## config.mk

```make
export PLATFORM = sky130hd
export DESIGN_NAME = ram_loader
export DESIGN_NICKNAME = d
export VERILOG_FILES = /design/src/rtl/nbbpu_pkg.sv /design/src/rtl/uart_rx.sv /design/src/rtl/ram_loader.sv
export SDC_FILE = /design/constraint.sdc
export NUM_CORES = 1
export LEC_CHECK = 0
export BUFFER_PORTS_ARGS = -buffer_cell sky130_fd_sc_hd__buf_4
export CORE_AREA = 2 2 93 95
export DETAILED_ROUTE_END_ITERATION = 12
export DIE_AREA = 0 0 95 97
export PLACE_DENSITY = 0.76
export SLEW_MARGIN = 20
export SYNTH_ARGS = -nofsm -noshare
export SYNTH_HDL_FRONTEND = slang
export SYNTH_HIERARCHICAL = 1
export SYNTH_SLANG_ARGS = --single-unit
```

## constraint.sdc

```tcl
create_clock -name clock -period 2.2 [get_ports clock]
set_input_delay 0.44 -clock clock [delete_from_list [all_inputs] [get_ports clock]]
set_output_delay 0.44 -clock clock [all_outputs]
set_load 0.01 [all_outputs]
```

## src/rtl/nbbpu_pkg.sv

```systemverilog
// Shared NBBPU definitions: RAM word/address widths, the bootloader frame
// start byte, and the state encodings used by ram_loader and uart_rx.
// Build option: LOADER_CHECKSUM_EN adds the CHECK loader state.
package nbbpu_pkg;

  localparam int unsigned WORD_WIDTH   = 16;
  localparam int unsigned ADDR_WIDTH   = 16;
  localparam logic [7:0]  LOADER_MAGIC = 8'hA5;

  typedef enum logic [3:0] {
    IDLE,
    COUNT_HI,
    COUNT_LO,
    DATA_HI,
    DATA_LO,
    WRITE,
    DONE,
    ERROR
`ifdef LOADER_CHECKSUM_EN
    , CHECK
`endif
  } loader_state_e;

  typedef enum logic [1:0] {
    RX_IDLE,
    RX_START,
    RX_DATA,
    RX_STOP
  } uart_state_e;

endpackage

```

## src/rtl/uart_rx.sv

```systemverilog
// 8N1 UART receiver.
// Ports: clock, reset (sync, active-high), rx (async serial line, idle high),
//        byte_data (last received byte), byte_valid (1-cycle, good stop bit),
//        frame_err (1-cycle, stop bit sampled low).
// Parameter: CLKS_PER_BIT clock cycles per bit.
module uart_rx
  import nbbpu_pkg::*;
#(
  parameter int unsigned CLKS_PER_BIT = 104
) (
  input  logic       clock,
  input  logic       reset,
  input  logic       rx,
  output logic [7:0] byte_data,
  output logic       byte_valid,
  output logic       frame_err
);

  localparam int unsigned CW = (CLKS_PER_BIT > 2) ? $clog2(CLKS_PER_BIT) : 1;
  localparam logic [CW-1:0] HALF = CW'(CLKS_PER_BIT / 2 - 1);
  localparam logic [CW-1:0] FULL = CW'(CLKS_PER_BIT - 1);

  uart_state_e   state_q, state_d;
  logic [CW-1:0] cnt_q, cnt_d;
  logic [2:0]    bit_q, bit_d;
  logic [7:0]    shift_q, shift_d;
  logic          valid_q, valid_d;
  logic          ferr_q, ferr_d;
  logic          meta_q, sync_q, prev_q;

  always_ff @(posedge clock) begin
    if (reset) begin
      meta_q  <= 1'b1;
      sync_q  <= 1'b1;
      prev_q  <= 1'b1;
      state_q <= RX_IDLE;
      cnt_q   <= '0;
      bit_q   <= '0;
      shift_q <= '0;
      valid_q <= 1'b0;
      ferr_q  <= 1'b0;
    end else begin
      meta_q  <= rx;
      sync_q  <= meta_q;
      prev_q  <= sync_q;
      state_q <= state_d;
      cnt_q   <= cnt_d;
      bit_q   <= bit_d;
      shift_q <= shift_d;
      valid_q <= valid_d;
      ferr_q  <= ferr_d;
    end
  end

  always_comb begin
    state_d = state_q;
    cnt_d   = cnt_q;
    bit_d   = bit_q;
    shift_d = shift_q;
    valid_d = 1'b0;
    ferr_d  = 1'b0;
    case (state_q)
      RX_IDLE: begin
        if (prev_q && !sync_q) begin
          state_d = RX_START;
          cnt_d   = '0;
        end
      end
      RX_START: begin
        // Mid start bit: a line already back high was a glitch.
        if (cnt_q == HALF) begin
          cnt_d   = '0;
          bit_d   = '0;
          state_d = sync_q ? RX_IDLE : RX_DATA;
        end else begin
          cnt_d = cnt_q + 1'b1;
        end
      end
      RX_DATA: begin
        if (cnt_q == FULL) begin
          cnt_d   = '0;
          shift_d = {sync_q, shift_q[7:1]};
          bit_d   = bit_q + 1'b1;
          if (bit_q == 3'd7) state_d = RX_STOP;
        end else begin
          cnt_d = cnt_q + 1'b1;
        end
      end
      RX_STOP: begin
        if (cnt_q == FULL) begin
          valid_d = sync_q;
          ferr_d  = !sync_q;
          state_d = RX_IDLE;
        end else begin
          cnt_d = cnt_q + 1'b1;
        end
      end
      default: state_d = RX_IDLE;
    endcase
  end

  assign byte_data  = shift_q;
  assign byte_valid = valid_q;
  assign frame_err  = ferr_q;

endmodule

```

## src/rtl/ram_loader.sv

```systemverilog
// Serial bootloader for the NBBPU RAM. Receives MAGIC, COUNT_HI, COUNT_LO and
// COUNT big-endian 16-bit words over UART and writes them from address 0,
// holding the CPU in reset until the image is complete.
// Ports: clock, reset (sync, active-high), rx (UART line),
//        ram_write_enable/ram_address/ram_write_data (RAM write port),
//        cpu_reset (high holds CPU), busy (frame in progress),
//        done (sticky success), error (sticky abort).
// Build option: LOADER_CHECKSUM_EN expects a trailing XOR-of-data-bytes byte.
module ram_loader
  import nbbpu_pkg::*;
#(
  parameter int unsigned CLKS_PER_BIT   = 104,
  parameter int unsigned TIMEOUT_CYCLES = 1200000,
  parameter logic [7:0]  MAGIC          = LOADER_MAGIC
) (
  input  logic                  clock,
  input  logic                  reset,
  input  logic                  rx,
  output logic                  ram_write_enable,
  output logic [ADDR_WIDTH-1:0] ram_address,
  output logic [WORD_WIDTH-1:0] ram_write_data,
  output logic                  cpu_reset,
  output logic                  busy,
  output logic                  done,
  output logic                  error
);

  localparam int unsigned TW = $clog2(TIMEOUT_CYCLES + 1);

`ifdef LOADER_CHECKSUM_EN
  localparam loader_state_e END_STATE = CHECK;
`else
  localparam loader_state_e END_STATE = DONE;
`endif

  logic [7:0] byte_data;
  logic       byte_valid;
  logic       frame_err;

  uart_rx #(.CLKS_PER_BIT(CLKS_PER_BIT)) u_uart_rx (
    .clock      (clock),
    .reset      (reset),
    .rx         (rx),
    .byte_data  (byte_data),
    .byte_valid (byte_valid),
    .frame_err  (frame_err)
  );

  loader_state_e         state_q, state_d;
  logic [ADDR_WIDTH-1:0] addr_q, addr_d;
  logic [WORD_WIDTH-1:0] data_q, data_d;
  logic [15:0]           remaining_q, remaining_d;
  logic [TW-1:0]         tmo_q, tmo_d;
  logic [7:0]            csum_q, csum_d;
  logic                  active;

  always_ff @(posedge clock) begin
    if (reset) begin
      state_q     <= IDLE;
      addr_q      <= '0;
      data_q      <= '0;
      remaining_q <= '0;
      tmo_q       <= '0;
      csum_q      <= '0;
    end else begin
      state_q     <= state_d;
      addr_q      <= addr_d;
      data_q      <= data_d;
      remaining_q <= remaining_d;
      tmo_q       <= tmo_d;
      csum_q      <= csum_d;
    end
  end

  assign active = (state_q != IDLE) && (state_q != DONE) && (state_q != ERROR);

  always_comb begin
    state_d     = state_q;
    addr_d      = addr_q;
    data_d      = data_q;
    remaining_d = remaining_q;
    csum_d      = csum_q;
    tmo_d       = '0;
    if (active) tmo_d = byte_valid ? '0 : tmo_q + 1'b1;

    case (state_q)
      IDLE: begin
        if (byte_valid && byte_data == MAGIC) begin
          state_d = COUNT_HI;
          csum_d  = '0;
        end
      end
      COUNT_HI: begin
        if (byte_valid) begin
          remaining_d[15:8] = byte_data;
          state_d           = COUNT_LO;
        end
      end
      COUNT_LO: begin
        if (byte_valid) begin
          remaining_d[7:0] = byte_data;
          addr_d           = '0;
          state_d = ({remaining_q[15:8], byte_data} == 16'd0) ? END_STATE : DATA_HI;
        end
      end
      DATA_HI: begin
        if (byte_valid) begin
          data_d[15:8] = byte_data;
          csum_d       = csum_q ^ byte_data;
          state_d      = DATA_LO;
        end
      end
      DATA_LO: begin
        if (byte_valid) begin
          data_d[7:0] = byte_data;
          csum_d      = csum_q ^ byte_data;
          state_d     = WRITE;
        end
      end
      WRITE: begin
        // Counters advance as the strobe ends; after the last word the address
        // rests one past it (at most 65535), so it never wraps.
        addr_d      = addr_q + 1'b1;
        remaining_d = remaining_q - 1'b1;
        state_d     = (remaining_q == 16'd1) ? END_STATE : DATA_HI;
      end
`ifdef LOADER_CHECKSUM_EN
      CHECK: begin
        if (byte_valid) state_d = (byte_data == csum_q) ? DONE : ERROR;
      end
`endif
      DONE:    state_d = DONE;
      ERROR:   state_d = ERROR;
      default: state_d = ERROR;
    endcase

    if (active && (frame_err || (!byte_valid && tmo_q == TW'(TIMEOUT_CYCLES - 1))))
      state_d = ERROR;
  end

  assign ram_write_enable = (state_q == WRITE);
  assign ram_address      = addr_q;
  assign ram_write_data   = data_q;
  assign cpu_reset        = (state_q != DONE);
  assign busy             = active;
  assign done             = (state_q == DONE);
  assign error            = (state_q == ERROR);

endmodule

```

### Word-level counts from Yosys, hierarchy flattened

Index checks and enable logic that the tools add are counted.

* add/subtract/negate cells: 5
* multiply operators: 0
* divide/modulo/power cells: 0
* magnitude comparators: 0
* eq/ne operators: 34
* shift operators: 0
* muxes and demuxes: 29
* bitwise gates (word level): 3
* reductions and logical operators: 29

Operators with widths (count)
* $pmux W16 S2: 1
* $pmux W8 S2: 2
* $mux W7: 4
* $pmux W4 S7: 1
* $pmux W7 S4: 1
* $add A21 B1 Y21 const B: 1
* $eq A21 B21 Y1 const B: 1
* $mux W4: 5
* $ne A2 B1 Y1 const B: 9
* $add A16 B1 Y16 const B: 1
* $eq A16 B1 Y1 const B: 1
* $eq A4 B3 Y1 const B: 4
* $logic_not A16 Y1: 1
* $mux W16: 1
* $sub A16 B1 Y16 const B: 1
* $mux W3: 5
* $reduce_and A5 Y1: 3
* $mux W2: 6
* $ne A3 B2 Y1 const B: 4
* $reduce_and A2 Y1: 6
* $eq A4 B2 Y1 const B: 2
* $eq A8 B8 Y1 const B: 1
* $mux W8: 1
* $ne A4 B3 Y1 const B: 2
* 23 further kinds: 36

* bits in registers: 98
* latch bits: 0
* memory bits (writable): 0
* memory bits (read-only): 0
* input bits: 3
* output and inout port bits: 37
* logic and storage cells: 117
* memories kept: 0

### Logic depth before layout (Yosys ltp)

Gate-level depths: netlist of the first run.

* word-level depth: 6
* depth in mapped cells: 7
* mapped depth without buffers: 6

### Cells and area by module

The synthesis of the first run kept the hierarchy.

By module, submodules not included
* ram_loader: instances 1, cells an instance 446, area an instance 3666.0 um^2, seq. area each 1441.4 um^2
* uart_rx: instances 1, cells an instance 123, area an instance 1177.4 um^2, seq. area each 500.5 um^2

### Worst setup path after synthesis of the first run

Ideal clock, no wire load.

* kind: input to register
* start point: input port reset
* end point: register tmo_q[13]
* library setup time: 59 ps
* arrival time: 1675 ps
* required time: 2141 ps
* path slack: 466 ps
* stages: 4
* buffers on the path: 1
* cells stage by stage: clkbuf_1 > or4_1 > or4_1 > nand2_1

* longest elaborated chain between the ends: 1

RTL lines
* start, declared: line ram_loader.sv:17 `input logic reset,`
* $reduce_or A3 Y1 (no source line)
* end signal, assigned: line ram_loader.sv:70 `tmo_q <= tmo_d;`
* end, declared: line ram_loader.sv:53 `logic [TW-1:0] tmo_q, tmo_d;`

Every way passes these cells.
A chain may end at the register's enable or synchronous reset.

### Worst setup path after layout of the first run

* start point: register state_q[0]
* end point: output port ram_write_enable

* longest elaborated chain between the ends: 1

RTL lines
* start, declared: line ram_loader.sv:49 `loader_state_e state_q, state_d;`
* start signal, assigned: line ram_loader.sv:66 `state_q <= state_d;`
* $eq A4 B3 Y1: line ram_loader.sv:141 `assign ram_write_enable = (state_q == WRITE);`
* end, declared: line ram_loader.sv:19 `output logic ram_write_enable,`

Every way passes these cells.

==> run metrics, run 1 <==
Hold Crit Class=primary input to flip-flop; Post-Synthesis Cells=569; H-Tree Depth=3; switching power=0.7007 mW; GR Overflow Total=0; Placer Congestion=0.8875; Post-Syn Nets=579; core region area=8134 um2; #FFs+latches synth=97; hold buffers post-CTS=0; f_max=500.6 MHz; clk slew on worst S/H paths=0.09 ns; Flop pwr share=58.7%; Final Max Slew Viols=0; Unique masters post-synth=72; clock power share=37.7%; Leak Pwr=2.070 nW; Main synth FF type=dfxtp_1; crit path time final=1.998 ns; setup tns final=0 ns; max_cap viols=0; routed len/inst=15.47 um; Arrival @ worst endpoint=1.56 ns; die height=97 um; R2R setup slack=0.31 ns; RSZ-0062 raised after global routing=no; post-layout util=66.68%; antenna violations before repair=0; Total GRT Usage=24.53%; post-detail-place hpwl=7456 um; sequential cell area fraction in the yosys report=40.09%; run status=complete, no violations; CTS Sinks=97; I/O Pins=40; number of global-route vias before repair=4011; first-pass GRT wire length=18670 um; CP Capture Type=output pin; layout cells sized above 1=14.21%; Setup CP Type=flip-flop to output pin; Synth Cell Area=4843 um2; actual slew at the worst max-slew pin=0.6424 ns; WHS Endpoint=u_uart_rx/meta_q; CTS Root Cell=clkbuf_8; Sw Share=23.14%; Buffers on Ports=39; 1st-pass router iterations=5; Site Rows=33; drt total wl=10980 um; async set-reset flop share out of synthesis=0%; Slew headroom=56.84%; Post-CTS Repair Setup Buffers=0; Period Utilization, post-route=90.80%; drt initial violations=383; endpoints failing setup=0; Syn Area/Cell=8.512 um2; DR vias=4400; main combinational cell family by area after synthesis=simple AND/OR/NAND/NOR gates; drt drc=0; adder-cell share of the synthesized area=1.808%; post-synthesis xor/xnor area fraction=2.532%; TritonCTS Buffers=9; n_diodes=0; Post-synth EDFFs=0; Post-Synth Simple-Gate Area=29.01%; Compound-Gate Fraction of Synth Area=18.81%; Die Wd=95 um; Routed Antenna Nets=0; CTS Buffer Depth=2; Final nets=611; yosys warns=6; clk_skew=0.009684 ns; crit-path max FO=14; die area=9215 um2; FF-to-FF Start=state_q[0]; Hold Path Origin=rx; Internal=2.327 mW; startpoint types=flip-flop; clk_lat worst skew=0.36 ns; initial core utilization=59.54%; Avg Vias per Cell=6.197; power density cells=558.3 nW/um2; R2R Path End=tmo_q[13]; CTS tree=yes; VDD IR max=355.9 uV; Gate power share=3.6%; Layout area overhead=11.99%; hold path cells=2; largest net degree at the start of global routing=78; final hold viol count=0; worst reg-to-reg path cell count=5; post-synthesis mux area share=3.307%; WP data required=1.76 ns
==> power by group through the flow <==
stage	combinational (mW)	sequential, mW	clock, mW
detailed placement	0.109	1.82	0
floorplan	0.0835	1.81	0
finish	0.110	1.78	1.14
CTS	0.109	1.78	1.17
global placement	0.106	1.82	0
global route	0.121	1.78	1.24
==> cell usage in the layout (no fill, tap or decap), types with 3 or more instances in the layout <==
cell type / n
xor2_1: 10
buf_4: 52
and3_1: 11
a311oi_1: 3
and2_1: 7
and4_1: 9
xnor2_1: 4
o41ai_1: 3
nor2b_1: 5
a211oi_1: 8
a31oi_1: 6
o211ai_1: 15
dfxtp_1: 96
nor3_1: 8
mux2i_1: 16
a221oi_1: 3
nand3_1: 29
nor2_1: 57
a21o_1: 4
ha_1: 7
o21ai_0: 16
nand2b_1: 5
clkbuf_8: 9
inv_1: 15
or3_1: 13
a21oi_1: 45
nand2_1: 50
or2_2: 5
or4_1: 4
nor4_1: 11
nand4_1: 14
==> state kept, by name, indices dropped and copies added, names as in the netlist, named ones only <==
register and count:
tmo_q 21, ram_address 16, ram_write_data 16, remaining_q 16
u_uart_rx/byte_data 8, u_uart_rx/cnt_q 7, state_q 3, u_uart_rx/bit_q 3
u_uart_rx/byte_valid 1, u_uart_rx/frame_err 1, u_uart_rx/meta_q 1, u_uart_rx/prev_q 1
u_uart_rx/state_q 1, u_uart_rx/sync_q 1
==> final cells by class <==
class | count | area (um2)
multi-input cells | 424 | 2686
repair buffers | 53 | 410.4
well taps | 105 | 131.4
flip-flops and latches | 97 | 1943
inverters | 16 | 61.31
clock buffers | 9 | 123.9
fillers | 691 | 2710
clock inverters | 6 | 67.56
==> metrics by stage <==
stage	hold WS [ns]	power (mW)	cell area [um2]	setup slack, ns	instances
final	0.2659	3.028	5424	0.2024	710
after global routing	0.2479	3.136	5424	0.07279	710
after detailed placement	0.4075	1.926	5231	0.3477	695
after global placement	0.3921	1.922	5231	0.3969	695
after floorplan	0.3895	1.897	4843	0.4660	569
after CTS	0.2526	3.054	5423	0.08937	710
==> cells by family (layout without fill, tap and decap cells) <==
kind of cell	Yosys count	count (layout)
adders and majority gates	7	7
buffers and inverters	48	84
muxes	16	16
AOI/OAI and AO/OA	132	132
and+or+nand+nor	255	255
xor gates and xnor gates	14	14
DFF	97	97
==> synthesized netlist by cell type (3+ instances only) <==
cell	count	area, um2
buf_2	9	45.04
and2_1	7	43.79
nor4_1	11	68.82
nor3_1	8	40.04
nor2_1	57	214.0
nand3_1	29	145.1
o41ai_1	3	26.28
inv_1	15	56.30
nor2b_1	5	31.28
a21o_1	4	30.03
mux2i_1	16	160.2
nand2_1	50	187.7
xor2_1	10	87.58
xnor2_1	4	35.03
a311oi_1	3	26.28
buf_6	3	33.78
nand2b_1	5	31.28
a221oi_1	3	26.28
o211ai_1	15	112.6
ha_1	7	87.58
o21ai_0	16	80.08
and3_1	11	68.82
a21oi_1	45	225.2
a211oi_1	8	60.06
nand4_1	14	87.58
clkbuf_1	19	71.32
dfxtp_1	97	1942
or4_1	4	30.03
and4_1	9	78.83
a31oi_1	6	37.54
or2_2	5	31.28
or3_1	13	81.33
==> layer usage <==
metal	wire length (um)	track usage, %	share of wire, %	up-vias
li1	-	-	-	2171
met1	5190	33.58	47	2103
met5	0	0	0	-
met3	505	4.517	4.6	14
met2	5145	39.17	47	112
met4	142	7.358	1.3	0
==> critical path, stage by stage, from the launching register on <==
cell and delay [ns]:
dfxtp_1 0.53, nand3b_4 0.11, clkinv_2 0.18, buf_4 0.23
buf_4 0.14
==> worst max path at each step <==
stage | from | endpoint
final | state_q[0] | ram_write_enable
after global routing | state_q[0] | ram_write_enable
after detailed placement | state_q[0] | ram_write_data[1]
after floorplan | reset | tmo_q[13]
after global placement | state_q[0] | tmo_q[13]
after CTS | state_q[1] | ram_write_enable
==> repair_timing <==
item / in CTS / in global routing
gates resized for setup: 0 / 1
hold endpoints to repair: 0 / 0
setup endpoints to repair: 0 / 1
No activity file was read; power rests on OpenSTA's default activity.
==> run 2, diff against run 1 <==
CORE_AREA = 2 2 102 104   (was 2 2 93 95)
DIE_AREA = 0 0 104 106   (was 0 0 95 97)
PLACE_DENSITY = 0.64   (was 0.76)
==> run 2 against run 1 <==
Effect of this change: sequential share of layout area decreased by 0.22 points; sequential cell count did not move; clock-buffer cell count grew 5; critical endpoint is now remaining_q[10].
==> run metrics, run 2 (same netlist as run 1, synthesis figures left out) <==
met1 wire length=5102 um; setup tns final=0 ns; Avg Vias per Cell=5.853; CTS Sinks=97; H-Tree Depth=3; post-detail-place hpwl=7609 um; Post-CTS Repair Setup Buffers=0; initial core utilization=48.44%; Buffers on Ports=39; top sig layer=met4; Layout area overhead=12.61%; CTS Root Cell=clkbuf_8; Total GRT Usage=20.17%; crit path time final=1.915 ns; Hold Crit Class=primary input to flip-flop; Final Max Slew Viols=0; run status=complete, no violations; CP top delay family=simple AND/OR/NAND/NOR gates; commonest cells after routing, fill and taps aside=dfxtp_1, nor2_1, buf_4, nand2_1, a21oi_1; Die Wd=104 um; largest net degree at the start of global routing=35; final hold viol count=0; Placer Congestion=0.8868; Layout fillers=971; Sw Share=23.04%; TritonCTS Buffers=9; WP data required=2.46 ns; antenna violations before repair=0; first-pass GRT wire length=18550 um; Setup CP Type=flip-flop to flip-flop; CTS tree=yes; Internal=2.277 mW; Leak Pwr=2.071 nW; power density cells=542.5 nW/um2; drt initial violations=251; layout cells sized above 1=14.14%; core region area=10000 um2; Slew headroom=57.36%; hold buffers post-CTS=0; RSZ-0062 raised after global routing=no; f_max=522.2 MHz; switching power=0.6817 mW; endpoints failing setup=0; final hold slack=0.2518 ns; GR Overflow Total=0; drt drc=0; startpoint types=flip-flop; slowest stage cell, crit path=dfxtp_1; max_cap viols=0; clk slew on worst S/H paths=0.09 ns; crit-path max FO=16; Flop pwr share=60.0%; CP Capture Type=flip-flop; routed len/inst=14.75 um; commonest non-fill, non-tap cell in the layout=dfxtp_1; max reg flops=21; Biggest register=tmo_q; n_diodes=0; Period Utilization, post-route=87.04%; DR vias=4355; CTS Buffer Depth=2; Final nets=613; Routed Antenna Nets=0; Site Rows=37; 1st-pass router iterations=5; largest stage delay on the critical path=0.59 ns; Arrival @ worst endpoint=2.18 ns; clock power share=36.3%; CP Cell Sequence=nand3b_4 > clkinv_2 > nand3_1 > or4_1 > a32o_1; metal2 WL=5253 um; VDD IR max=393.5 uV; Gate power share=3.7%; die height=106 um; actual slew at the worst max-slew pin=0.6387 ns; I/O Pins=40; Resized Gates After CTS=0; CP Buf/Inv Count=1; die area=11020 um2; number of global-route vias before repair=3920; clk_skew=0.004990 ns; met3 wire length=403 um; clk_lat worst skew=0.37 ns; drt total wl=10970 um
run 2: cell types whose count changed in the layout (fill, tap and decap cells not counted), sizes merged:
cell	before	now
clkinv	3	2
bufinv	1	0
clkinvlp	2	1
clkbuf	9	14
buf	53	55
inv	16	15
run 2: layout make-up:
type | count | area [um2] | area share (%)
multi-input cells | 424 | 2693 | 49.37
flip-flops and latches | 97 | 1942 | 35.60
repair buffers | 55 | 412.9 | 7.571
well taps | 136 | 170.2 | 3.120
clock buffers | 14 | 162.7 | 2.982
inverters | 16 | 61.31 | 1.124
clock inverters | 2 | 12.51 | 0.2294
run 2: final timing paths:
check	slack (ns)	cells after the start	startpoint	end
setup reg to reg	0.29	5	state_q[2]	remaining_q[10]
hold / removal	0.25	2	rx	u_uart_rx/meta_q
hold reg to reg	0.42	1	u_uart_rx/meta_q	u_uart_rx/sync_q
setup / recovery	0.29	5	state_q[2]	remaining_q[10]
run 2: routing by layer:
metal | GRT usage [%] | vias up
li1 | - | 2172
met1 | 26.15 | 2075
met2 | 33.79 | 92
met3 | 2.820 | 16
met4 | 8.494 | 0
met5 | 0 | -
run 2: power by group through the flow:
| stage | clock network, mW | logic, mW | registers (mW) |
|---|---|---|---|
| after floorplan | 0 | 0.0835 | 1.81 |
| after CTS | 1.11 | 0.109 | 1.78 |
| after global routing | 1.18 | 0.121 | 1.78 |
| after global placement | 0 | 0.107 | 1.82 |
| after detailed placement | 0 | 0.109 | 1.82 |
| final | 1.07 | 0.109 | 1.78 |
run 2: per-stage QoR:
stage / instances / worst slack [ns] / utilization, % / instance area [um2] / power (mW)
floorplan: 569 / 0.4660 / - / 4843 / 1.897
finish: 744 / 0.2852 / 54.54 / 5454 / 2.959
global placement: 728 / 0.3687 / 52.79 / 5279 / 1.924
global route: 744 / 0.1250 / 54.54 / 5454 / 3.080
CTS: 744 / 0.2629 / 54.54 / 5454 / 2.994
detailed placement: 728 / 0.3097 / 52.79 / 5279 / 1.926
